==> src/rtl/sine_phase_stepper_pkg.sv <==
// Shared constants and elaboration-time helpers for the phase-accumulator sine source.
package sine_phase_stepper_pkg;

    localparam int          SINE_ACC_W        = 24;
    localparam int          SINE_LUT_AW       = 8;
    localparam int          SINE_DATA_W       = 12;
    localparam logic [31:0] SINE_STEP_DEFAULT = 32'h0000_4000;
    localparam logic [15:0] LFSR_SEED         = 16'hACE1;

    // pi/2 in Q30, used by the integer sine series below
    localparam longint PI_HALF_Q30 = 64'sd1686629713;

    function automatic longint step_from_freq(longint fs, longint fout, int accw);
        return (fout << accw) / fs;
    endfunction

    function automatic int dither_width(int acc_w, int lut_aw);
        return ((acc_w - 2 - lut_aw) < 16) ? (acc_w - 2 - lut_aw) : 16;
    endfunction

    // round((2^(dw-1)-1) * sin(pi/2 * (i+0.5) / 2^aw)), Taylor series to x^13 in Q30
    function automatic int quarter_sine(int i, int aw, int dw);
        longint x;
        longint term;
        longint sum;
        longint amp;
        x    = (PI_HALF_Q30 * longint'(2 * i + 1)) >>> (aw + 1);
        term = x;
        sum  = x;
        for (int k = 1; k <= 6; k++) begin
            term = -((((term * x) >>> 30) * x) >>> 30) / longint'((2 * k) * (2 * k + 1));
            sum  = sum + term;
        end
        amp = (longint'(1) <<< (dw - 1)) - longint'(1);
        return int'((sum * amp + (longint'(1) <<< 29)) >>> 30);
    endfunction

endpackage

==> src/rtl/sine_phase_stepper_rom.sv <==
// Quarter-wave sine ROM with registered read; contents built at elaboration.
module quarter_sine_rom
    import sine_phase_stepper_pkg::*;
#(
    parameter int LUT_AW = 8,
    parameter int DATA_W = 12
) (
    input  logic              src_clk,
    input  logic [LUT_AW-1:0] addr,
    output logic [DATA_W-1:0] data
);

    logic [DATA_W-1:0] rom_table [2**LUT_AW];

    for (genvar g = 0; g < 2**LUT_AW; g++) begin : g_rom
        assign rom_table[g] = DATA_W'(quarter_sine(g, LUT_AW, DATA_W));
    end

    always_ff @(posedge src_clk) begin
        data <= rom_table[addr];
    end

endmodule

==> src/rtl/sine_phase_stepper.sv <==
// Phase-accumulator sine source: one signed sample per tick rising edge, fixed 3-cycle latency.
// Optional phase dither on the ROM address path when PHASE_DITHER_EN is defined.
module sine_phase_stepper
    import sine_phase_stepper_pkg::*;
#(
    parameter int          ACC_W        = SINE_ACC_W,
    parameter int          LUT_AW       = SINE_LUT_AW,
    parameter int          DATA_W       = SINE_DATA_W,
    parameter logic [31:0] STEP_DEFAULT = SINE_STEP_DEFAULT
) (
    input  logic                     src_clk,
    input  logic                     rst_n,
    input  logic                     en,
    input  logic                     tick,
    input  logic                     step_load,
    input  logic [ACC_W-1:0]         step_in,
    output logic                     step_ack,
    output logic signed [DATA_W-1:0] sample,
    output logic                     sample_valid,
    output logic                     phase_wrap
);

    localparam int          TOP_W    = LUT_AW + 2;
    localparam logic [ACC_W-1:0] STEP_RST = ACC_W'(STEP_DEFAULT);

    logic [ACC_W-1:0]  acc;
    logic [ACC_W-1:0]  step;
    logic [ACC_W:0]    acc_sum;
    logic              tick_q;
    logic              advance;
    logic [TOP_W-1:0]  p_top;
    logic [TOP_W-1:0]  s1_phase;
    logic              s1_valid;
    logic [1:0]        s1_quad;
    logic [LUT_AW-1:0] s1_idx;
    logic [LUT_AW-1:0] rom_addr;
    logic [DATA_W-1:0] rom_data;
    logic              s2_valid;
    logic [1:0]        s2_quad;

    assign advance = en & tick & ~tick_q;
    assign acc_sum = {1'b0, acc} + {1'b0, step};

`ifdef PHASE_DITHER_EN
    localparam int LOW_W  = ACC_W - 2 - LUT_AW;
    localparam int DITH_W = dither_width(ACC_W, LUT_AW);

    logic [15:0]      lfsr;
    logic             lfsr_fb;
    logic [LOW_W-1:0] dither;
    logic             dith_carry;

    assign lfsr_fb = lfsr[0] ^ lfsr[2] ^ lfsr[3] ^ lfsr[5];
    assign dither  = LOW_W'(lfsr[DITH_W-1:0]);
    // carry out of the truncated bits: acc_low + dither >= 2^LOW_W
    assign dith_carry = acc[LOW_W-1:0] > ~dither;
    assign p_top      = acc[ACC_W-1 -: TOP_W] + TOP_W'(dith_carry);

    always_ff @(posedge src_clk) begin
        if (!rst_n) begin
            lfsr <= LFSR_SEED;
        end else if (advance) begin
            lfsr <= {lfsr_fb, lfsr[15:1]};
        end
    end
`else
    assign p_top = acc[ACC_W-1 -: TOP_W];
`endif

    always_ff @(posedge src_clk) begin
        if (!rst_n) begin
            acc        <= '0;
            step       <= STEP_RST;
            tick_q     <= 1'b0;
            s1_valid   <= 1'b0;
            s1_phase   <= '0;
            phase_wrap <= 1'b0;
            step_ack   <= 1'b0;
        end else begin
            tick_q     <= tick;
            step_ack   <= step_load;
            s1_valid   <= advance;
            phase_wrap <= advance & acc_sum[ACC_W];
            if (advance) begin
                s1_phase <= p_top;
                acc      <= acc_sum[ACC_W-1:0];
            end
            // a coincident advance already used the old step above
            if (step_load) begin
                step <= step_in;
            end
        end
    end

    assign s1_quad  = s1_phase[TOP_W-1 -: 2];
    assign s1_idx   = s1_phase[LUT_AW-1:0];
    assign rom_addr = s1_quad[0] ? ~s1_idx : s1_idx;

    quarter_sine_rom #(
        .LUT_AW (LUT_AW),
        .DATA_W (DATA_W)
    ) u_rom (
        .src_clk (src_clk),
        .addr    (rom_addr),
        .data    (rom_data)
    );

    always_ff @(posedge src_clk) begin
        if (!rst_n) begin
            s2_valid <= 1'b0;
            s2_quad  <= '0;
        end else begin
            s2_valid <= s1_valid;
            s2_quad  <= s1_quad;
        end
    end

    always_ff @(posedge src_clk) begin
        if (!rst_n) begin
            sample       <= '0;
            sample_valid <= 1'b0;
        end else begin
            sample_valid <= s2_valid;
            if (s2_valid) begin
                sample <= s2_quad[1] ? -rom_data : rom_data;
            end
        end
    end

endmodule
==> config.mk <==
export PLATFORM = sky130hd
export DESIGN_NAME = sine_phase_stepper
export DESIGN_NICKNAME = d
export VERILOG_FILES = /design/src/rtl/sine_phase_stepper_pkg.sv /design/src/rtl/sine_phase_stepper_rom.sv /design/src/rtl/sine_phase_stepper.sv
export SDC_FILE = /design/constraint.sdc
export NUM_CORES = 1
export LEC_CHECK = 0
export ABC_AREA = 1
export ABC_CLOCK_PERIOD_IN_PS = 2400
export CORE_MARGIN = 1
export CORE_UTILIZATION = 30
export DETAILED_ROUTE_END_ITERATION = 8
export SYNTH_ARGS = -nofsm -noshare
export SYNTH_HDL_FRONTEND = slang
export SYNTH_SLANG_ARGS = --single-unit
==> constraint.sdc <==
create_clock -name src_clk -period 2.4 [get_ports src_clk]
set_input_delay 0.6 -clock src_clk [delete_from_list [all_inputs] [get_ports src_clk]]
set_output_delay 0.6 -clock src_clk [all_outputs]
set_load 0.005 [all_outputs]
* Yosys cells after proc, flatten, opt, wreduce, memory -nomap -nowiden
Memory sizes are Yosys's and may differ from the RTL's. A register that Yosys moved wholly into a read port is not among the register bits.
Index checks and enable logic that the tools add are counted.
** Operators by class
- Bitwise operators :: 6
- Mux-type cells :: 2
- Add/subtract/negate cells :: 2
** Operators with widths (count)
- $add 24x24->25 :: 1
- $mux 12 :: 1
- $neg 12->12 :: 1
- $not 8->9 :: 1
- $mux 8 :: 1
- $not 8->8 :: 1
- $and 1x1->1 :: 3
- $not 1->1 :: 1
** Storage, ports and cells
- Logic and storage cells :: 22
- Memories kept :: 1
- Bits in registers :: 78
- Bits of input ports :: 29
- Memory bits (read-only) :: 3072
** Memories
- (no name shown) :: words 256, bits a word 12, read ports 1, clocked after memory_dff 1, wr ports 0, line sine_phase_stepper_rom.sv:20 : data <= rom_table[addr];

* Depth between registers and ports, before layout
Gate-level depths: netlist (run 1).
- Depth in word-level cells :: 3
- Mapped depth :: 16
- Depth with buffers taken out :: 15

* Cells and area by module
A second synthesis (run 1) with hierarchy kept.
** Unflattened totals
- Cell total of the unflattened synthesis :: 1341
- Area total of the unflattened synthesis :: 7687.4 µm²
** By module, submodules not included
- sine_phase_stepper :: area an instance 4802.1 µm², instances 1, cells an instance 746, seq. area each 1541.5 µm²
- quarter_sine_rom :: area an instance 2885.3 µm², instances 1, cells an instance 595, seq. area each 220.2 µm²

* Worst setup path after synthesis (run 1)
Ideal clock, no wire load.
- Path type :: register to register
- Start :: reg s1_phase[8]
- End :: reg u_rom.data[1]
- Period minus slack after synthesis :: 1.973 ns
- Required time :: 2.287 ns
- Setup slack :: 0.427 ns
- Cell stages (with the launch flop) :: 16
- Path buffers :: 2
- Arrival time :: 1.860 ns
- Cells stage by stage :: dfxtp_1 buf_6 buf_6 nand2_1 nand2_2 ha_1 inv_1 nand3_1 nand3_1 nand2_1 nand2_1 nand2_1 nand2_1 nand3_1 nand3_1 nand2_1
** Between the ends
- Word-level cells in the longest chain between the ends :: 2
** Ends and longest elaborated chain
- start, declared :: line sine_phase_stepper.sv:32 : logic [TOP_W-1:0] s1_phase;
- start signal, assigned :: line sine_phase_stepper.sv:85 : s1_phase <= p_top;
- $mux 8 :: line sine_phase_stepper.sv:97 : assign rom_addr = s1_quad[0] ? ~s1_idx : s1_idx;
- $not 8->9 (implied by the code) :: line sine_phase_stepper_rom.sv:20
- end, declared :: line sine_phase_stepper_rom.sv:10 : output logic [DATA_W-1:0] data
Every way passes these cells.
A chain may end at the register's enable or synchronous reset.

* Worst setup path in the final report (run 1)
Ends and elaborated chain as after synthesis.

==> results of run 1 <==
power by group:
part           switching (mW)  total [mW]  internal (mW)
combinational            1.33        2.06          0.730
clock                   0.595        1.42          0.829
sequential              0.135        1.74           1.60
final cells by class:
cell class / count / area share
multi-input combinational: 982 / 0.561
clock buffer: 12 / 0.0287
sequential: 88 / 0.205
clock inverter: 3 / 0.00496
tap: 319 / 0.0465
inverter: 118 / 0.0519
timing repair buffer: 98 / 0.102
state kept, by name, summed over array words and instances (netlist names):
signal	cells
step_ack	1
acc	24
u_rom.data	11
phase_wrap	1
s2_quad	1
s2_valid	1
s1_phase	10
s1_valid	1
sample	12
step	24
tick_q	1
sample_valid	1
synthesized netlist by cell type (3+ instances only):
library cell  number
nor3_1             8
o21ai_1            6
xnor2_1            6
nand2_1          374
o21bai_1           5
nor2_1           148
nand4_1           17
dfxtp_1           88
buf_6              5
buf_4              8
o21ai_0           86
xor2_1            12
nor2_2             4
ha_1              39
buf_2             14
inv_1            113
nand3_1          146
o211ai_1           8
a21oi_1           89
nand2_2           12
inv_2              3
a31oi_1            3
clkbuf_1          23
per-layer routing:
layer  track usage  wire length, µm  up-vias
met5             0                0        -
met3        0.0361             1670       79
met4         0.102             1170        0
li1              -                -     4148
met1         0.261            11000     3708
met2         0.340            11500      320
worst register-to-register path, cell delays in order, from the launching register on:
cell and delay (ps):
dfxtp_1 390, buf_4 160, nand2_1 150, nand2_4 150
buf_4 190, ha_1 240, inv_1 50, nand2_1 110
nand2_1 170, inv_1 130, nand2_1 80, nand2_1 80
nand3_1 120, nand3_1 100, nand2_1 40
logic make-up (layout without fill, tap and decap cells):
family          Yosys count  in the layout  synth area share
flops                    88             88             0.242
fa+ha+maj                40             40            0.0697
compound gates          204            204             0.148
xor+xnor                 21             21            0.0299
simple gates            717            717             0.412
buf+inv                 170            231            0.0995
metrics by stage:
step / utilization / total power, mW / std cells / cell area (µm²)
finish: 0.362 / 5.22 / 1620 / 8580
global route: 0.362 / 5.53 / 1620 / 8580
CTS: 0.361 / 5.20 / 1615 / 8550
detailed placement: 0.349 / 3.76 / 1600 / 8260
global placement: 0.349 / 3.79 / 1600 / 8260
floorplan: - / 3.10 / 1240 / 7290
worst min-delay path by stage:
| stage | from | to |
|---|---|---|
| finish | s1_valid | s2_valid |
| global route | s1_valid | s2_valid |
| CTS | s1_valid | s2_valid |
| detailed placement | s1_valid | s2_valid |
| global placement | s1_valid | s2_valid |
| floorplan | s1_valid | s2_valid |
==> qor.csv, run 1 <==
stage,metric,value,unit
yosys,#FFs+latches synth,88,
yosys,Synth top area share,0.242,
timing,Final WS setup,137,ps
placed_design,pre-CTS WS,155,ps
critical_path,CP Buf/Inv Count,4,
timing,worst-margin pin slew,614,ps
clock_network,Worst-Skew Late Latency,350,ps
critical_path,critical path type,flop to flop,
yosys,asr flop ratio synth,0,
flow_run,Max Cap Viol,0,
cells_and_area,NumNets Final,1366,
routing,First DRT Iteration DRCs,930,
global_route,vias in the first global route,7686,
critical_path,endpoint class of the critical path,flop,
routing,via count,8255,
clock_network,Clk Tree Root Cell,clkbuf_16,
yosys,Netlist cell types,42,
routing,drt via density,5.10,
clock_network,CTS buffer count,9,
critical_path,Worst R2R Path Depth,14,
yosys,Post-synth top flop,dfxtp_1,
timing,Final Max Tran Viols,0,
routing,DRC Markers,0,
placed_design,port buffer count,43,
floorplan,DIE WIDTH,158,µm
power_and_ir_drop,Pleak,4.25,nW
yosys,Syn Area/Cell,5.88,µm²
yosys,Post-synth EDFFs,0,
clock_network,cts repair resizes,0,
cells_and_area,Antenna Diode Count,0,
floorplan,core area,23700,µm²
global_route,global-route wire length before repair,40200,µm
clock_network,number of setup buffers added after CTS,0,
yosys,synthesized cell area,7290,µm²
yosys,Syn Nets,1309,
global_route,largest net degree at the start of global routing,49,
clock_network,Hold Buf Count CTS,0,
run_status,status,finished clean,
critical_path,crit-path max FO,11,
cells_and_area,synthesis-to-finish area growth,17.7,%
critical_path,Worst path slowest cell,dfxtp_1,
global_route,All-Layer GR Usage,0.208,
critical_path,CP dominant cell by count,nand2_1,
critical_path,data required time of the worst path,2650,ps
yosys,Synth area leader,dfxtp_1,
placed_design,RD Place Congestion,1.00,
global_route,initial antenna violation count,0,
cells_and_area,"most common cell after layout, fill and taps aside",nand2_1,
critical_path,reg-to-reg startpoint,s1_phase[8],
floorplan,die height,158,µm
critical_path,Crit path max-delay family,simple AND/OR/NAND/NOR gates,
global_route,"Remaining Overflow, GRT",0,
min_path,Hold Path Cell Cnt,2,
critical_path,Worst Path Arrival,2510,ps
timing,total negative setup slack,0,ps
timing,fin crit share,0.943,
clock_network,H-Tree Depth,3,
clock_network,"Clk pin slew, worst setup/hold paths",60,ps
critical_path,crit-path cells,buf_4 -> nand2_1 -> nand2_4 -> buf_4 -> ha_1 -> inv_1 -> nand2_1 -> nand2_1 -> inv_1 -> nand2_1 -> nand2_1 -> nand3_1 -> nand3_1 -> nand2_1,
critical_path,"Largest stage delay, worst path",390,ps
timing,final setup fails,0,
clock_network,CTS sink count,88,
floorplan,Rows,56,
critical_path,worst flop-to-flop path endpoint,u_rom.data[1],
timing,Slew HR,0.590,
critical_path,r2r setup slk,140,ps
critical_path,Critical Path Start,s1_phase[8],
critical_path,Crit. path cell count,14,
timing,Hold WS,411,ps
yosys,Area contributors post-synth,"dfxtp_1 (24%), nand2_1 (19%), nand3_1 (10%)",
yosys,Post-Syn Instances,1240,
timing,Fmax,0.442,GHz
cells_and_area,register area,1760,µm²
placed_design,DPL Wire Length,19300,µm
cells_and_area,layout cells sized above 1,0.0753,
min_path,HP Class,flop to flop,
routing,Total Wirelength,25300,µm
clock_network,clock buffer depth,2,
clock_network,CTS tree,built,
timing,clk_skew,6.74,ps
critical_path,worst setup path end,u_rom.data[1],
power_and_ir_drop,Cell Pwr Density,608,nW/µm²
power_and_ir_drop,peak supply drop,0.000321,V
floorplan,Initial Utilization,0.308,
cells_and_area,"leading cell types in the layout, fill and taps excluded","nand2_1 (374), nor2_1 (147), nand3_1 (146), inv_1 (113), a21oi_1 (89)",
timing,minimum clock period,2260,ps
routing,post-DR wirelength/cell,15.6,µm
floorplan,Ports,44,
yosys,Synth Warn #,0,
critical_path,CP startpoint kind,flop,
yosys,"Seq/Total Area, Yosys",0.242,
routing,Post-DRT Antenna Nets,0,
floorplan,Die ar.,24900,µm²
cells_and_area,Fillers,2703,
timing,final count of hold timing violations,0,
routing,DRT Pass-1 Iters,6,
cells_and_area,area of the multi-input gates,4810,µm²
(Power assumes the default switching activity.)
==> inputs of run 2 (changes only) <==
--- a/config.mk
+++ b/config.mk
@@ -10,6 +10,7 @@
 export CORE_MARGIN = 1
 export CORE_UTILIZATION = 30
 export DETAILED_ROUTE_END_ITERATION = 8
+export PLACE_DENSITY = 0.52
 export SYNTH_ARGS = -nofsm -noshare
 export SYNTH_HDL_FRONTEND = slang
 export SYNTH_SLANG_ARGS = --single-unit
==> run 2 against run 1 <==
Non-clock buffer count shrank 11. Clock skew grew 6.0 ps. Via count shrank 1.0%. Register-to-register slack gained 30 ps. Combinational power is essentially flat. Sequential cell count is the same. Clock power grew 11%. Highest routed layer unchanged.
==> qor.csv, run 2 (synthesis gave the netlist of run 1 again) <==
stage,metric,value,unit
run_status,status,finished clean,
clock_network,CTS buffer count,9,
floorplan,Ports,44,
routing,First DRT Iteration DRCs,702,
timing,final setup fails,0,
clock_network,H-Tree Depth,3,
power_and_ir_drop,Pleak,4.22,nW
placed_design,pre-CTS WS,163,ps
routing,Total Wirelength,25700,µm
timing,total negative setup slack,0,ps
power_and_ir_drop,peak supply drop,0.000412,V
cells_and_area,final core utilization,0.361,
placed_design,RD Place Congestion,0.938,
floorplan,die height,158,µm
critical_path,crit-path cells,buf_4 -> nand2_1 -> nand2_1 -> buf_4 -> ha_1 -> nor2_1 -> nor2_2 -> inv_1 -> o21ai_0 -> o21ai_0 -> nand3_1,
critical_path,"Largest stage delay, worst path",390,ps
critical_path,Worst Path Arrival,2520,ps
clock_network,number of setup buffers added after CTS,0,
cells_and_area,Antenna Diode Count,0,
global_route,vias in the first global route,7569,
clock_network,Clk Tree Root Cell,clkbuf_16,
cells_and_area,layout cells sized above 1,0.0705,
floorplan,DIE WIDTH,158,µm
clock_network,"Clk pin slew, worst setup/hold paths",70,ps
global_route,largest net degree at the start of global routing,59,
flow_run,Max Cap Viol,0,
routing,Post-DRT Antenna Nets,0,
cells_and_area,Regs by FF count,"acc: 24 flops, step: 24 flops, sample: 12 flops",
critical_path,Worst R2R Path Depth,11,
cells_and_area,"leading cell types in the layout, fill and taps excluded","nand2_1 (372), nor2_1 (147), nand3_1 (146), inv_1 (113), a21oi_1 (89)",
min_path,Hold Path Cell Cnt,2,
routing,DRC Markers,0,
placed_design,port buffer count,43,
placed_design,Placed Area,8230,µm²
critical_path,CP startpoint kind,flop,
critical_path,data required time of the worst path,2690,ps
routing,post-DR wirelength/cell,16.0,µm
routing,via count,8172,
timing,worst-margin pin slew,716,ps
floorplan,Initial Utilization,0.308,
critical_path,Worst path slowest cell,dfxtp_1,
cells_and_area,synthesis-to-finish area growth,17.4,%
timing,minimum clock period,2230,ps
critical_path,endpoint class of the critical path,flop,
timing,Final Max Tran Viols,0,
global_route,"Remaining Overflow, GRT",0,
floorplan,Rows,56,
timing,Slew HR,0.522,
cells_and_area,"most common cell after layout, fill and taps aside",nand2_1,
global_route,global-route wire length before repair,40900,µm
timing,final count of hold timing violations,0,
timing,Fmax,0.448,GHz
power_and_ir_drop,Cell Pwr Density,624,nW/µm²
timing,Final WS setup,169,ps
clock_network,clock buffer depth,2,
cells_and_area,area of the multi-input gates,4820,µm²
clock_network,CTS tree,built,
clock_network,Worst-Skew Late Latency,340,ps
floorplan,core area,23700,µm²
cells_and_area,design area,8560,µm²
timing,RSZ-0062 raised after global routing,false,
timing,clk_skew,12.8,ps
routing,DRT Pass-1 Iters,5,
floorplan,Die ar.,24900,µm²
critical_path,critical path type,flop to flop,
clock_network,CTS sink count,88,
critical_path,crit-path max FO,10,
global_route,initial antenna violation count,0,
global_route,All-Layer GR Usage,0.212,
placed_design,DPL Wire Length,19500,µm
timing,fin crit share,0.930,
min_path,HP Class,flop to flop,
cells_and_area,NumNets Final,1355,
cells_and_area,Fillers,2704,
routing,drt via density,5.08,
cells_and_area,register area,1760,µm²
==> run 2: cell types whose count changed in the layout (fill, tap and decap cells not counted), moves of 2 or more <==
cell	before	now
buf_4	52	40
clkbuf_1	2	0
clkinv_4	0	2
nand2_1	374	372
nand2_2	12	14
==> run 2: repair_timing <==
item | CTS | global route
endpoints found under the hold margin | 0 | 0
gates resized for setup | 0 | 3
setup endpoints to repair | 0 | 3
hold buffers | 0 | 0
==> run 2: layer usage <==
metal	share of wire	GRT usage	wire length, µm
met1	0.45	0.280	11600
met2	0.46	0.350	11900
met3	0.055	0.0271	1420
met4	0.029	0.0777	746
met5	0	0	0
==> run 2: metrics by stage <==
step,total power [mW],instances,hold slack [ps]
3_5_place_dp,3.77,1594,402
6_report,5.34,1609,417
2_1_floorplan,3.10,1240,390
4_1_cts,5.35,1609,419
5_1_grt,5.69,1609,423
3_3_place_gp,3.79,1594,393
==> run 2: power breakdown <==
group,internal [mW],switching [mW],total (mW)
sequential,1.60,0.129,1.73
combinational,0.718,1.33,2.04
clock,0.968,0.600,1.57
total,3.29,2.06,5.34
==> run 2: path summary, 6_finish.rpt <==
kind | start | end | slack [ps]
worst max-delay path | s1_phase[8] | u_rom.data[6] | 170
worst min-delay path | s1_valid | s2_valid | 420
worst max register to register | s1_phase[8] | u_rom.data[6] | 170
worst min register to register | s1_valid | s2_valid | 420
==> run 2: layout make-up <==
type	instances	share of cell area
multi-input combinational	982	0.563
sequential	88	0.206
timing repair buffer	87	0.0941
inverter	118	0.0520
tap	319	0.0466
clock buffer	11	0.0295
clock inverter	4	0.00906
==> run 2: worst max-delay path, delay by kind of cell, from the launching register on <==
kind / cells / cell delay, ps
AO/OA/AOI/OAI: 2 / 320
adder cells (fa/ha/maj): 1 / 260
buffers and inverters: 3 / 540
flip-flops: 1 / 390
AND/OR/NAND/NOR: 5 / 670
